--- config.mk ---
export PLATFORM = sky130hd
export DESIGN_NAME = cva6_hpicache_fetch_arbiter_flat
export DESIGN_NICKNAME = d
export VERILOG_FILES = /design/src/rtl/cva6_hpicache_fetch_arbiter_if.sv /design/src/rtl/cva6_hpicache_fetch_arbiter.sv /design/src/flat_wrapper.sv
export SDC_FILE = /design/constraint.sdc
export NUM_CORES = 1
export LEC_CHECK = 0
export CELL_PAD_IN_SITES_DETAIL_PLACEMENT = 1
export CELL_PAD_IN_SITES_GLOBAL_PLACEMENT = 1
export CORE_MARGIN = 5
export CORE_UTILIZATION = 22
export DETAILED_ROUTE_END_ITERATION = 6
export PLACE_DENSITY_LB_ADDON = 0.12
export RECOVER_POWER = 50
export SLEW_MARGIN = 40
export SYNTH_ARGS = -nofsm -noshare
export SYNTH_HDL_FRONTEND = slang
export SYNTH_SLANG_ARGS = --single-unit
--- constraint.sdc ---
create_clock -name clk_i -period 8.21 [get_ports clk_i]
set_input_delay 2.463 -clock clk_i [delete_from_list [all_inputs] [get_ports clk_i]]
set_output_delay 2.463 -clock clk_i [all_outputs]
set_load 0.02 [all_outputs]
--- src/rtl/cva6_hpicache_fetch_arbiter_if.sv ---
// Fetch-side and cache-side handshake bundle of the I$ fetch arbiter.
// The master modport is the arbiter's view; slave is the requester/cache environment.
interface cva6_hpicache_fetch_arbiter_if #(
    parameter int unsigned NumPorts   = 2,
    parameter int unsigned AddrWidth  = 56,
    parameter int unsigned FetchWidth = 64,
    parameter int unsigned TidWidth   = (NumPorts > 1) ? $clog2(NumPorts) : 1
);
    logic [NumPorts-1:0]           req_valid;
    logic [NumPorts-1:0]           req_ready;
    logic [NumPorts*AddrWidth-1:0] req_addr;
    logic [NumPorts-1:0]           req_kill;
    logic [NumPorts-1:0]           rsp_valid;
    logic [FetchWidth-1:0]         rsp_data;
    logic                          rsp_error;
    logic                          cache_req_valid;
    logic                          cache_req_ready;
    logic [AddrWidth-1:0]          cache_req_addr;
    logic [TidWidth-1:0]           cache_req_tid;
    logic                          cache_rsp_valid;
    logic [TidWidth-1:0]           cache_rsp_tid;
    logic [FetchWidth-1:0]         cache_rsp_data;
    logic                          cache_rsp_error;

    modport master (
        input  req_valid, req_addr, req_kill, cache_req_ready,
        input  cache_rsp_valid, cache_rsp_tid, cache_rsp_data, cache_rsp_error,
        output req_ready, rsp_valid, rsp_data, rsp_error,
        output cache_req_valid, cache_req_addr, cache_req_tid
    );

    modport slave (
        output req_valid, req_addr, req_kill, cache_req_ready,
        output cache_rsp_valid, cache_rsp_tid, cache_rsp_data, cache_rsp_error,
        input  req_ready, rsp_valid, rsp_data, rsp_error,
        input  cache_req_valid, cache_req_addr, cache_req_tid
    );
endinterface

--- src/rtl/cva6_hpicache_fetch_arbiter.sv ---
// Round-robin fetch arbiter in front of the HPDcache I$: tags requests with the port index,
// routes tagged responses back, drops responses of killed fetches, sequences flush, counts misses.
module cva6_hpicache_fetch_arbiter #(
    parameter int unsigned NumPorts       = 2,
    parameter int unsigned AddrWidth      = 56,
    parameter int unsigned FetchWidth     = 64,
    parameter int unsigned MaxOutstanding = 4,
    parameter int unsigned CntWidth       = 32
) (
    input  logic                clk_i,
    input  logic                rst_i,
    cva6_hpicache_fetch_arbiter_if.master fetch_io,
    input  logic                flush_i,
    output logic                cache_flush_o,
    input  logic                cache_flush_ack_i,
    output logic                flush_ack_o,
    input  logic                miss_i,
    input  logic                miss_clr_i,
    output logic [CntWidth-1:0] miss_count_o
);
    localparam int unsigned TidWidth  = (NumPorts > 1) ? $clog2(NumPorts) : 1;
    localparam int unsigned OcntWidth = $clog2(MaxOutstanding) + 1;
    localparam logic [OcntWidth-1:0] OcntMax = OcntWidth'(MaxOutstanding);

    typedef enum logic [1:0] {StIdle, StDrain, StFlush, StAck} state_e;

    state_e                state_q, state_d;
    logic [TidWidth-1:0]   rr_q, rr_d, lock_idx_q, winner;
    logic                  lock_q, lock_d, found, grant, req_valid, all_idle, rsp_underflow;
    logic [NumPorts-1:0]   eligible, req_ready, rsp_sel, rsp_valid;
    logic [AddrWidth-1:0]  addr_arr [NumPorts];
    logic [OcntWidth-1:0]  outstanding_q [NumPorts];
    logic [OcntWidth-1:0]  outstanding_d [NumPorts];
    logic [OcntWidth-1:0]  drop_q [NumPorts];
    logic [OcntWidth-1:0]  drop_d [NumPorts];
    logic [CntWidth-1:0]   miss_count_q, miss_count_d;

    // A stalled winner stays locked so the cache sees a stable address/tid until it accepts.
    always_comb begin : arbitrate
        logic [TidWidth-1:0] cand;
        found  = 1'b0;
        winner = '0;
        cand   = '0;
        for (int unsigned p = 0; p < NumPorts; p++) begin
            eligible[p] = fetch_io.req_valid[p] && (outstanding_q[p] < OcntMax);
            addr_arr[p] = fetch_io.req_addr[p*AddrWidth +: AddrWidth];
        end
        if (lock_q) begin
            found  = fetch_io.req_valid[lock_idx_q];
            winner = lock_idx_q;
        end else begin
            for (int unsigned i = 0; i < NumPorts; i++) begin
                cand = TidWidth'((32'(rr_q) + i) % NumPorts);
                if (!found && eligible[cand]) begin
                    found  = 1'b1;
                    winner = cand;
                end
            end
        end
    end

    always_comb begin
        req_ready = '0;
        req_valid = (state_q == StIdle) && found;
        if (req_valid) req_ready[winner] = fetch_io.cache_req_ready;
        grant  = req_valid && fetch_io.cache_req_ready;
        lock_d = req_valid && !fetch_io.cache_req_ready;
        rr_d   = rr_q;
        if (grant) rr_d = (32'(winner) == NumPorts - 1) ? '0 : winner + TidWidth'(1);
    end

    assign fetch_io.req_ready       = req_ready;
    assign fetch_io.cache_req_valid = req_valid;
    assign fetch_io.cache_req_addr  = req_valid ? addr_arr[winner] : '0;
    assign fetch_io.cache_req_tid   = req_valid ? winner : '0;

    // Kill snapshots the pre-grant count: a grant in the kill cycle belongs to the new stream.
    always_comb begin
        all_idle      = 1'b1;
        rsp_underflow = 1'b0;
        for (int unsigned p = 0; p < NumPorts; p++) begin
            rsp_sel[p] = fetch_io.cache_rsp_valid && (32'(fetch_io.cache_rsp_tid) < NumPorts)
                         && (fetch_io.cache_rsp_tid == TidWidth'(p));
            rsp_valid[p] = rsp_sel[p] && (drop_q[p] == '0) && !fetch_io.req_kill[p];
            outstanding_d[p] = outstanding_q[p]
                             + OcntWidth'(grant && (winner == TidWidth'(p)))
                             - OcntWidth'(rsp_sel[p]);
            drop_d[p] = drop_q[p];
            if (rsp_sel[p] && (drop_q[p] != '0)) drop_d[p] = drop_q[p] - OcntWidth'(1);
            if (fetch_io.req_kill[p]) drop_d[p] = outstanding_q[p] - OcntWidth'(rsp_sel[p]);
            if (outstanding_q[p] != '0) all_idle = 1'b0;
            if (rsp_sel[p] && (outstanding_q[p] == '0)) rsp_underflow = 1'b1;
        end
    end

    assign fetch_io.rsp_valid = rsp_valid;
    assign fetch_io.rsp_data  = (|rsp_valid) ? fetch_io.cache_rsp_data : '0;
    assign fetch_io.rsp_error = (|rsp_valid) && fetch_io.cache_rsp_error;

    always_comb begin
        state_d       = state_q;
        cache_flush_o = 1'b0;
        flush_ack_o   = 1'b0;
        unique case (state_q)
            StIdle:  if (flush_i) state_d = StDrain;
            StDrain: if (all_idle) state_d = StFlush;
            StFlush: begin
                cache_flush_o = 1'b1;
                if (cache_flush_ack_i) state_d = StAck;
            end
            StAck: begin
                flush_ack_o = 1'b1;
                state_d     = StIdle;
            end
            default: state_d = StIdle;
        endcase
    end

    always_comb begin
        miss_count_d = miss_count_q;
        if (miss_clr_i) miss_count_d = '0;
        else if (miss_i && !(&miss_count_q)) miss_count_d = miss_count_q + CntWidth'(1);
    end

    assign miss_count_o = miss_count_q;

    always_ff @(posedge clk_i or posedge rst_i) begin
        if (rst_i) begin
            state_q      <= StIdle;
            rr_q         <= '0;
            lock_q       <= 1'b0;
            lock_idx_q   <= '0;
            miss_count_q <= '0;
            for (int unsigned p = 0; p < NumPorts; p++) begin
                outstanding_q[p] <= '0;
                drop_q[p]        <= '0;
            end
        end else begin
            state_q      <= state_d;
            rr_q         <= rr_d;
            lock_q       <= lock_d;
            lock_idx_q   <= winner;
            miss_count_q <= miss_count_d;
            for (int unsigned p = 0; p < NumPorts; p++) begin
                outstanding_q[p] <= outstanding_d[p];
                drop_q[p]        <= drop_d[p];
            end
        end
    end

    // A response for a port with nothing in flight means the cache broke the tag contract.
    assert property (@(posedge clk_i) disable iff (rst_i) !rsp_underflow);
endmodule

--- src/flat_wrapper.sv ---
// flat-port wrapper written by rule: the top's interface ports become plain ports
module cva6_hpicache_fetch_arbiter_flat 
#(
    parameter int unsigned NumPorts       = 2,
    parameter int unsigned AddrWidth      = 56,
    parameter int unsigned FetchWidth     = 64,
    parameter int unsigned MaxOutstanding = 4,
    parameter int unsigned CntWidth       = 32
)
  (clk_i, rst_i, flush_i, cache_flush_o, cache_flush_ack_i, flush_ack_o, miss_i, miss_clr_i, miss_count_o, fetch_io_req_valid, fetch_io_req_addr, fetch_io_req_kill, fetch_io_cache_req_ready, fetch_io_cache_rsp_valid, fetch_io_cache_rsp_tid, fetch_io_cache_rsp_data, fetch_io_cache_rsp_error, fetch_io_req_ready, fetch_io_rsp_valid, fetch_io_rsp_data, fetch_io_rsp_error, fetch_io_cache_req_valid, fetch_io_cache_req_addr, fetch_io_cache_req_tid);
  cva6_hpicache_fetch_arbiter_if #(.NumPorts(NumPorts), .AddrWidth(AddrWidth), .FetchWidth(FetchWidth)) fetch_io_i ();
  input  logic clk_i;
  input  logic rst_i;
  input  logic flush_i;
  output logic cache_flush_o;
  input  logic cache_flush_ack_i;
  output logic flush_ack_o;
  input  logic miss_i;
  input  logic miss_clr_i;
  output logic [CntWidth-1:0] miss_count_o;
  input wire logic [$bits(fetch_io_i.req_valid)-1:0] fetch_io_req_valid;
  input wire logic [$bits(fetch_io_i.req_addr)-1:0] fetch_io_req_addr;
  input wire logic [$bits(fetch_io_i.req_kill)-1:0] fetch_io_req_kill;
  input wire logic [$bits(fetch_io_i.cache_req_ready)-1:0] fetch_io_cache_req_ready;
  input wire logic [$bits(fetch_io_i.cache_rsp_valid)-1:0] fetch_io_cache_rsp_valid;
  input wire logic [$bits(fetch_io_i.cache_rsp_tid)-1:0] fetch_io_cache_rsp_tid;
  input wire logic [$bits(fetch_io_i.cache_rsp_data)-1:0] fetch_io_cache_rsp_data;
  input wire logic [$bits(fetch_io_i.cache_rsp_error)-1:0] fetch_io_cache_rsp_error;
  output wire logic [$bits(fetch_io_i.req_ready)-1:0] fetch_io_req_ready;
  output wire logic [$bits(fetch_io_i.rsp_valid)-1:0] fetch_io_rsp_valid;
  output wire logic [$bits(fetch_io_i.rsp_data)-1:0] fetch_io_rsp_data;
  output wire logic [$bits(fetch_io_i.rsp_error)-1:0] fetch_io_rsp_error;
  output wire logic [$bits(fetch_io_i.cache_req_valid)-1:0] fetch_io_cache_req_valid;
  output wire logic [$bits(fetch_io_i.cache_req_addr)-1:0] fetch_io_cache_req_addr;
  output wire logic [$bits(fetch_io_i.cache_req_tid)-1:0] fetch_io_cache_req_tid;
  assign fetch_io_i.req_valid = fetch_io_req_valid;
  assign fetch_io_i.req_addr = fetch_io_req_addr;
  assign fetch_io_i.req_kill = fetch_io_req_kill;
  assign fetch_io_i.cache_req_ready = fetch_io_cache_req_ready;
  assign fetch_io_i.cache_rsp_valid = fetch_io_cache_rsp_valid;
  assign fetch_io_i.cache_rsp_tid = fetch_io_cache_rsp_tid;
  assign fetch_io_i.cache_rsp_data = fetch_io_cache_rsp_data;
  assign fetch_io_i.cache_rsp_error = fetch_io_cache_rsp_error;
  assign fetch_io_req_ready = fetch_io_i.req_ready;
  assign fetch_io_rsp_valid = fetch_io_i.rsp_valid;
  assign fetch_io_rsp_data = fetch_io_i.rsp_data;
  assign fetch_io_rsp_error = fetch_io_i.rsp_error;
  assign fetch_io_cache_req_valid = fetch_io_i.cache_req_valid;
  assign fetch_io_cache_req_addr = fetch_io_i.cache_req_addr;
  assign fetch_io_cache_req_tid = fetch_io_i.cache_req_tid;
  cva6_hpicache_fetch_arbiter #(.NumPorts(NumPorts), .AddrWidth(AddrWidth), .FetchWidth(FetchWidth), .MaxOutstanding(MaxOutstanding), .CntWidth(CntWidth)) u_core (.clk_i(clk_i), .rst_i(rst_i), .fetch_io(fetch_io_i), .flush_i(flush_i), .cache_flush_o(cache_flush_o), .cache_flush_ack_i(cache_flush_ack_i), .flush_ack_o(flush_ack_o), .miss_i(miss_i), .miss_clr_i(miss_clr_i), .miss_count_o(miss_count_o));
endmodule
## Word level (Yosys, flattened, before mapping)

Cells that the tools add are included.

| word-level totals | value |
|---|---|
| input bits | 190 |
| register bits | 49 |
| word-level logic and storage cells | 112 |
| output and inout port bits | 161 |

| operators by class | value |
|---|---|
| $add $sub $neg | 11 |
| muxes and demuxes | 37 |
| reduce and logical (&&, ||, !) cells | 37 |
| equal/unequal tests | 6 |
| bitwise operators | 4 |
| magnitude comparators | 8 |

Operators by type and width:

| kind | number |
|---|---|
| $mux W56 | 4 |
| $mux W32 | 2 |
| $mux W64 | 1 |
| $add A32 B1 Y32 const B | 1 |
| $reduce_and A32 Y1 | 1 |
| $mux W1 | 20 |
| $logic_and A1 B1 Y1 | 19 |
| $mux W3 | 4 |
| $reduce_bool A3 Y1 | 4 |
| $sub A3 B1 Y3 | 4 |
| $lt A1 B2 Y1 const B | 4 |
| $mux W2 | 4 |
| $pmux W2 S4 | 1 |
| $add A3 B1 Y3 | 2 |
| $logic_not A3 Y1 | 2 |
| $lt A3 B3 Y1 const B | 2 |
| $reduce_bool A2 Y1 | 3 |
| $sub A3 B1 Y3 const B | 2 |
| $logic_not A1 Y1 | 5 |
| $eq A2 B2 Y1 const B | 2 |
| $ne A2 B2 Y1 const B | 2 |
| $reduce_and A3 Y1 | 1 |
| $add A1 B1 Y1 const B | 2 |
| $and A2 B2 Y2 | 1 |
| 9 further kinds | 10 |

## Longest topological paths before layout

| depth | value |
|---|---|
| word-level depth | 16 |
| depth in mapped cells | 13 |
| mapped depth without buffers | 12 |

## Least setup slack after synthesis

OpenSTA, ideal clock, no wires.

| path | value |
|---|---|
| path kind | input to output |
| start point | input fetch_io_cache_rsp_valid |
| end point | output fetch_io_rsp_data[13] |
| slack | 1567 ps |
| arrival | 4180 ps |
| data required time | 5747 ps |
| buffers on the path | 2 |
| stages on the path | 6 |
| path through | nor2b_1 > nor3b_1 > or2_2 > clkbuf_1 > clkbuf_1 > and2_1 |

| between the ends | value |
|---|---|
| word-level cells in the longest chain between the ends | 5 |
| elaborated cells on any way between the ends | 8 |
| classes of those cells | 1 x mux; 7 x reduce/logical |

RTL lines:

| element | RTL line | source |
|---|---|---|
| from (decl) | flat_wrapper.sv:25 | `input wire logic [$bits(fetch_io_i.cache_rsp_valid)-1:0] fetch_io_cache_rsp_valid;` |
| $logic_and A1 B1 Y1 | cva6_hpicache_fetch_arbiter.sv:83 | `&& (fetch_io.cache_rsp_tid == TidWidth'(p));` |
| $logic_and A1 B1 Y1 (2 in a row) | cva6_hpicache_fetch_arbiter.sv:84 | `rsp_valid[p] = rsp_sel[p] && (drop_q[p] == '0) && !fetch_io.req_kill[p];` |
| named net fetch_io_rsp_valid[0] | flat_wrapper.sv:30 | `output wire logic [$bits(fetch_io_i.rsp_valid)-1:0] fetch_io_rsp_valid;` |
| $reduce_or A2 Y1 | cva6_hpicache_fetch_arbiter.sv:97 | `assign fetch_io.rsp_data = (\|rsp_valid) ? fetch_io.cache_rsp_data : '0;` |
| $mux W64 | cva6_hpicache_fetch_arbiter.sv:97 |  |
| to (decl) | flat_wrapper.sv:31 | `output wire logic [$bits(fetch_io_i.rsp_data)-1:0] fetch_io_rsp_data;` |

The timed path passes the listed nets, and every way through them passes these cells.

## Worst setup path after layout

| path | value |
|---|---|
| start point | input fetch_io_cache_rsp_tid |
| end point | output fetch_io_rsp_data[26] |

| between the ends | value |
|---|---|
| word-level cells in the longest chain between the ends | 6 |
| elaborated cells on any way between the ends | 9 |
| classes of those cells | 1 x mux; 1 x bitwise; 7 x reduce/logical |

RTL lines:

| element | RTL line | source |
|---|---|---|
| from (decl) | flat_wrapper.sv:26 | `input wire logic [$bits(fetch_io_i.cache_rsp_tid)-1:0] fetch_io_cache_rsp_tid;` |
| $not A1 Y1 | cva6_hpicache_fetch_arbiter.sv:83 |  |
| $logic_and A1 B1 Y1 | cva6_hpicache_fetch_arbiter.sv:83 |  |
| $logic_and A1 B1 Y1 (2 in a row) | cva6_hpicache_fetch_arbiter.sv:84 |  |
| $reduce_or A2 Y1 (*) | cva6_hpicache_fetch_arbiter.sv:97 |  |
| $mux W64 (*) | cva6_hpicache_fetch_arbiter.sv:97 |  |

Every way passes the cells marked *; elsewhere a longest branch is shown, timed or not.

==> summary.txt <==
Die
  – Die ar.: 21,400 um^2
  – Core area: roughly 18,000 um^2
  – Ports: roughly 350
  – Die Y: ~150 um
  – Initial core utilization: a little under a quarter
  – Row count: between 40 and 50
  – Chip width: approximately 150 um

Synth
  – Seq/Total Area, Yosys: between 20% and 30%
  – Synth area leader: dfrtp_1
  – Number of synthesized flops with an enable pin: 0
  – Top cell type's share of synthesized area: between 20% and 30%
  – Top_reg_cell synth: dfrtp_1
  – Post-synth ARST share: between 90% and 100%
  – Syn_nets: 780
  – Post-Synthesis Cell Area: approximately 4100 um^2
  – Synth top area cells: dfrtp_1 (30%), nand2_1 (12%), and2_1 (10%), a21oi_1 (9.5%), ha_1 (5.5%)
  – Syn Inst Count: 570
  – Ys Warns: 0
  – Number of distinct library cells after synthesis: 45
  – Syn avg cell area: between 7 and 8 um^2
  – Synth Register Bits: 49

Pwr
  – Cell-internal power: 781 uW
  – P_sw: between 500 and 600 uW
  – Logic pwr share: approximately three fifths
  – Max VDD drop: roughly 0.073 mV
  – Share of power burned in registers: 24.2%
  – LEAKAGE: around 3.3 nW
  – Power Total: around 1.3 mW
  – Clk network pwr share: roughly 16%
  – PwrDens: between 150 and 200 nW/um^2
  – Sw Ratio: roughly two fifths

Min path
  – Hold WC Path Type: reg -> reg

Detailed routing
  – Via density: about 4.7
  – DR pass1 iterations: 4
  – Via count: ~5,300
  – Drt first-iter violations: approximately 170
  – Antenna viol nets, final: 0
  – Wire per inst: between 15 and 20 um
  – # DRC: 0
  – Total detailed-routing wirelength: approximately 22,000 um

STA
  – Worst slew margin: -55.1%
  – Final critical-path required period: 7.52 ns
  – Setup TNS: 0 ns
  – Max-slew violation count: 50
  – RSZ-0062 raised after global routing: false
  – Final setup viols: 0
  – Clock skew: around 0.0073 ns
  – Worst slew pin tran: 2.31 ns
  – Endpoints failing hold: 0
  – Final Cycle Share: between 90 and 100%
  – Fmax achieved: about 130 MHz
  – Hold slack: 0.485 ns

Final layout
  – Sequential Area: around 1200 um^2
  – Share of cells above drive strength 1: between 3 and 4%
  – Most frequent cells in the layout: clkdlybuf4s50_1 (311), nand2_1 (131), a21oi_1 (78), and2_1 (66), dfrtp_1 (49)
  – Final Non-Filler Cells: around 1,100
  – Filler cell count: about 2,200
  – Finished Core Util: between 40 and 50%
  – Area grow syn2layout: 96.2%
  – Area of the multi-input gates: between 2000 and 3000 um^2
  – Nets: 1,113
  – Commonest non-fill, non-tap cell in the layout: clkdlybuf4s50_1

Global route
  – Vias in the first global route: ~5,900
  – First-pass GRT wire length: 33,400 um
  – Initial antenna violation count: 1
  – Tot GR Track Use: between 10% and 20%
  – Largest net degree at the start of global routing: 66
  – Total global routing overflow: 0

CTS
  – Root buf cell: clkbuf_16
  – Post-CTS Setup Repair Bufs: 0
  – CTS tree: done
  – H-Tree Depth: 2
  – CTS resizes: 0
  – Clock sink count: 49
  – Number of hold buffers added after CTS: 0
  – Clock buffer count from CTS: 5
  – Worst-path clk slew: roughly 0.060 ns
  – Clock buffer depth: 2
  – Clk_lat worst skew: roughly 0.29 ns

Worst setup path
  – Worst path max stage delay: 0.68 ns
  – Critical path arrival: 5.06 ns
  – Sum of buffers and inverters on the critical path: 3
  – CP Class: in -> out
  – Worst setup SP type: primary input
  – Critical path peak fanout: between 60 and 70
  – Flop2flop setup slack: 5.16 ns
  – CP endpoint kind: output pin
  – CP required: 5.75 ns
  – Critical path's slowest cell: clkdlybuf4s50_1
  – CP top delay family: buffers and inverters
  – Worst-path cell chain: dlygate4sd3_1 -> nor2b_1 -> nor3b_1 -> or2_2 -> buf_4 -> and2_1 -> clkdlybuf4s50_1

Placement
  – Placer Congestion: ~0.84
  – Detail Placement HPWL: ~18,000 um
  – Placed cell count: ~1,100
  – Port Buffers: 350

Outcome
  – Failing checks: max-capacitance violations, max-slew violations
  – Status: finished with violations

Job
  – Max Cap Violations: 1
-- sequential cells by signal (all words and copies together), names as in the netlist --
signal                flops
u_core.lock_q             1
u_core.outstanding_q      6
u_core.state_q            2
u_core.miss_count_o      32
u_core.drop_q             6
u_core.rr_q               1
u_core.lock_idx_q         1
-- final timing paths --
kind | from | endpoint | depth (start not counted)
max | fetch_io_cache_rsp_tid | fetch_io_rsp_data[26] | 7
min | u_core.rr_q$_DFFE_PP0P_ | u_core.rr_q$_DFFE_PP0P_ | 1
max reg2reg | u_core.lock_q$_DFF_PP0_ | u_core.outstanding_q[2]$_DFF_PP0_ | 12
min reg2reg | u_core.rr_q$_DFFE_PP0P_ | u_core.rr_q$_DFFE_PP0P_ | 1
max in group asynchronous | rst_i | u_core.outstanding_q[3]$_DFF_PP0_ | 2
min in group asynchronous | rst_i | u_core.miss_count_o[17]$_DFFE_PP0P_ | 2
-- cells in the mapped netlist, types with 2 or more instances --
cell type  instances
a211oi_1           3
a21oi_1           78
a311o_1            2
a311oi_1           4
a31oi_1            4
a41o_1             2
and2_1            66
and3_1            10
and4_1             3
buf_1              2
clkbuf_1          29
dfrtp_1           49
fa_1               2
ha_1              18
inv_1             28
mux2_2             3
mux2i_1            2
nand2_1          131
nand2b_1           4
nand3_1           12
nand4_1            9
nor2_1            30
nor2b_1            3
nor3_1             4
nor4_1             4
o21ai_0           15
o31ai_1            2
or2_2              3
or3_1             13
or4_1              2
xnor2_1           16
xor2_1             4
-- metal layers --
| metal | global-route usage, % | share of wire (%) | vias to the layer above |
|---|---|---|---|
| met2 | 35.3 | 51 | 227 |
| met5 | 0 | 0 | - |
| met4 | 5.97 | 2.8 | 0 |
| met3 | 6.26 | 8.0 | 30 |
| met1 | 21.2 | 38 | 2456 |
| li1 | - | - | 2575 |
-- metrics by stage --
step / setup slack, ns / area [um^2]
after floorplan: 1.57 / 4090
after global placement: 0.829 / 7870
after detailed placement: 0.756 / 7880
after CTS: 0.740 / 8030
after global routing: 0.503 / 8020
final: 0.686 / 8020
-- cell families (layout without fill, tap and decap cells) --
family / count (synthesis) / count (layout) / share of synthesized area, %
DFF: 49 / 49 / 30.0
xor gates and xnor gates: 20 / 20 / 4.28
adders and majority gates: 20 / 20 / 6.49
other: 0 / 1 / 0
muxes: 5 / 5 / 1.32
buffers and inverters: 60 / 394 / 5.54
and+or+nand+nor: 298 / 298 / 36.0
AOI/OAI and AO/OA: 118 / 118 / 16.4
-- power groups by stage --
| stage | clock network, mW | registers [mW] | logic, mW |
|---|---|---|---|
| finish | 0.220 | 0.323 | 0.796 |
| global route | 0.239 | 0.331 | 0.880 |
| CTS | 0.230 | 0.326 | 0.823 |
| detailed placement | 0 | 0.330 | 0.816 |
| global placement | 0 | 0.327 | 0.792 |
| floorplan | 0 | 0.319 | 0.430 |
-- final cells by class --
| type | instances | share of cell area [%] |
|---|---|---|
| sequential | 49 | 15.3 |
| tap | 229 | 3.57 |
| clock inverter | 1 | 0.0624 |
| antenna | 1 | 0.0312 |
| inverter | 28 | 1.33 |
| timing repair buffer | 358 | 44.7 |
| multi-input combinational | 461 | 33.1 |
| clock buffer | 7 | 1.90 |
(Power assumes the default switching activity.)
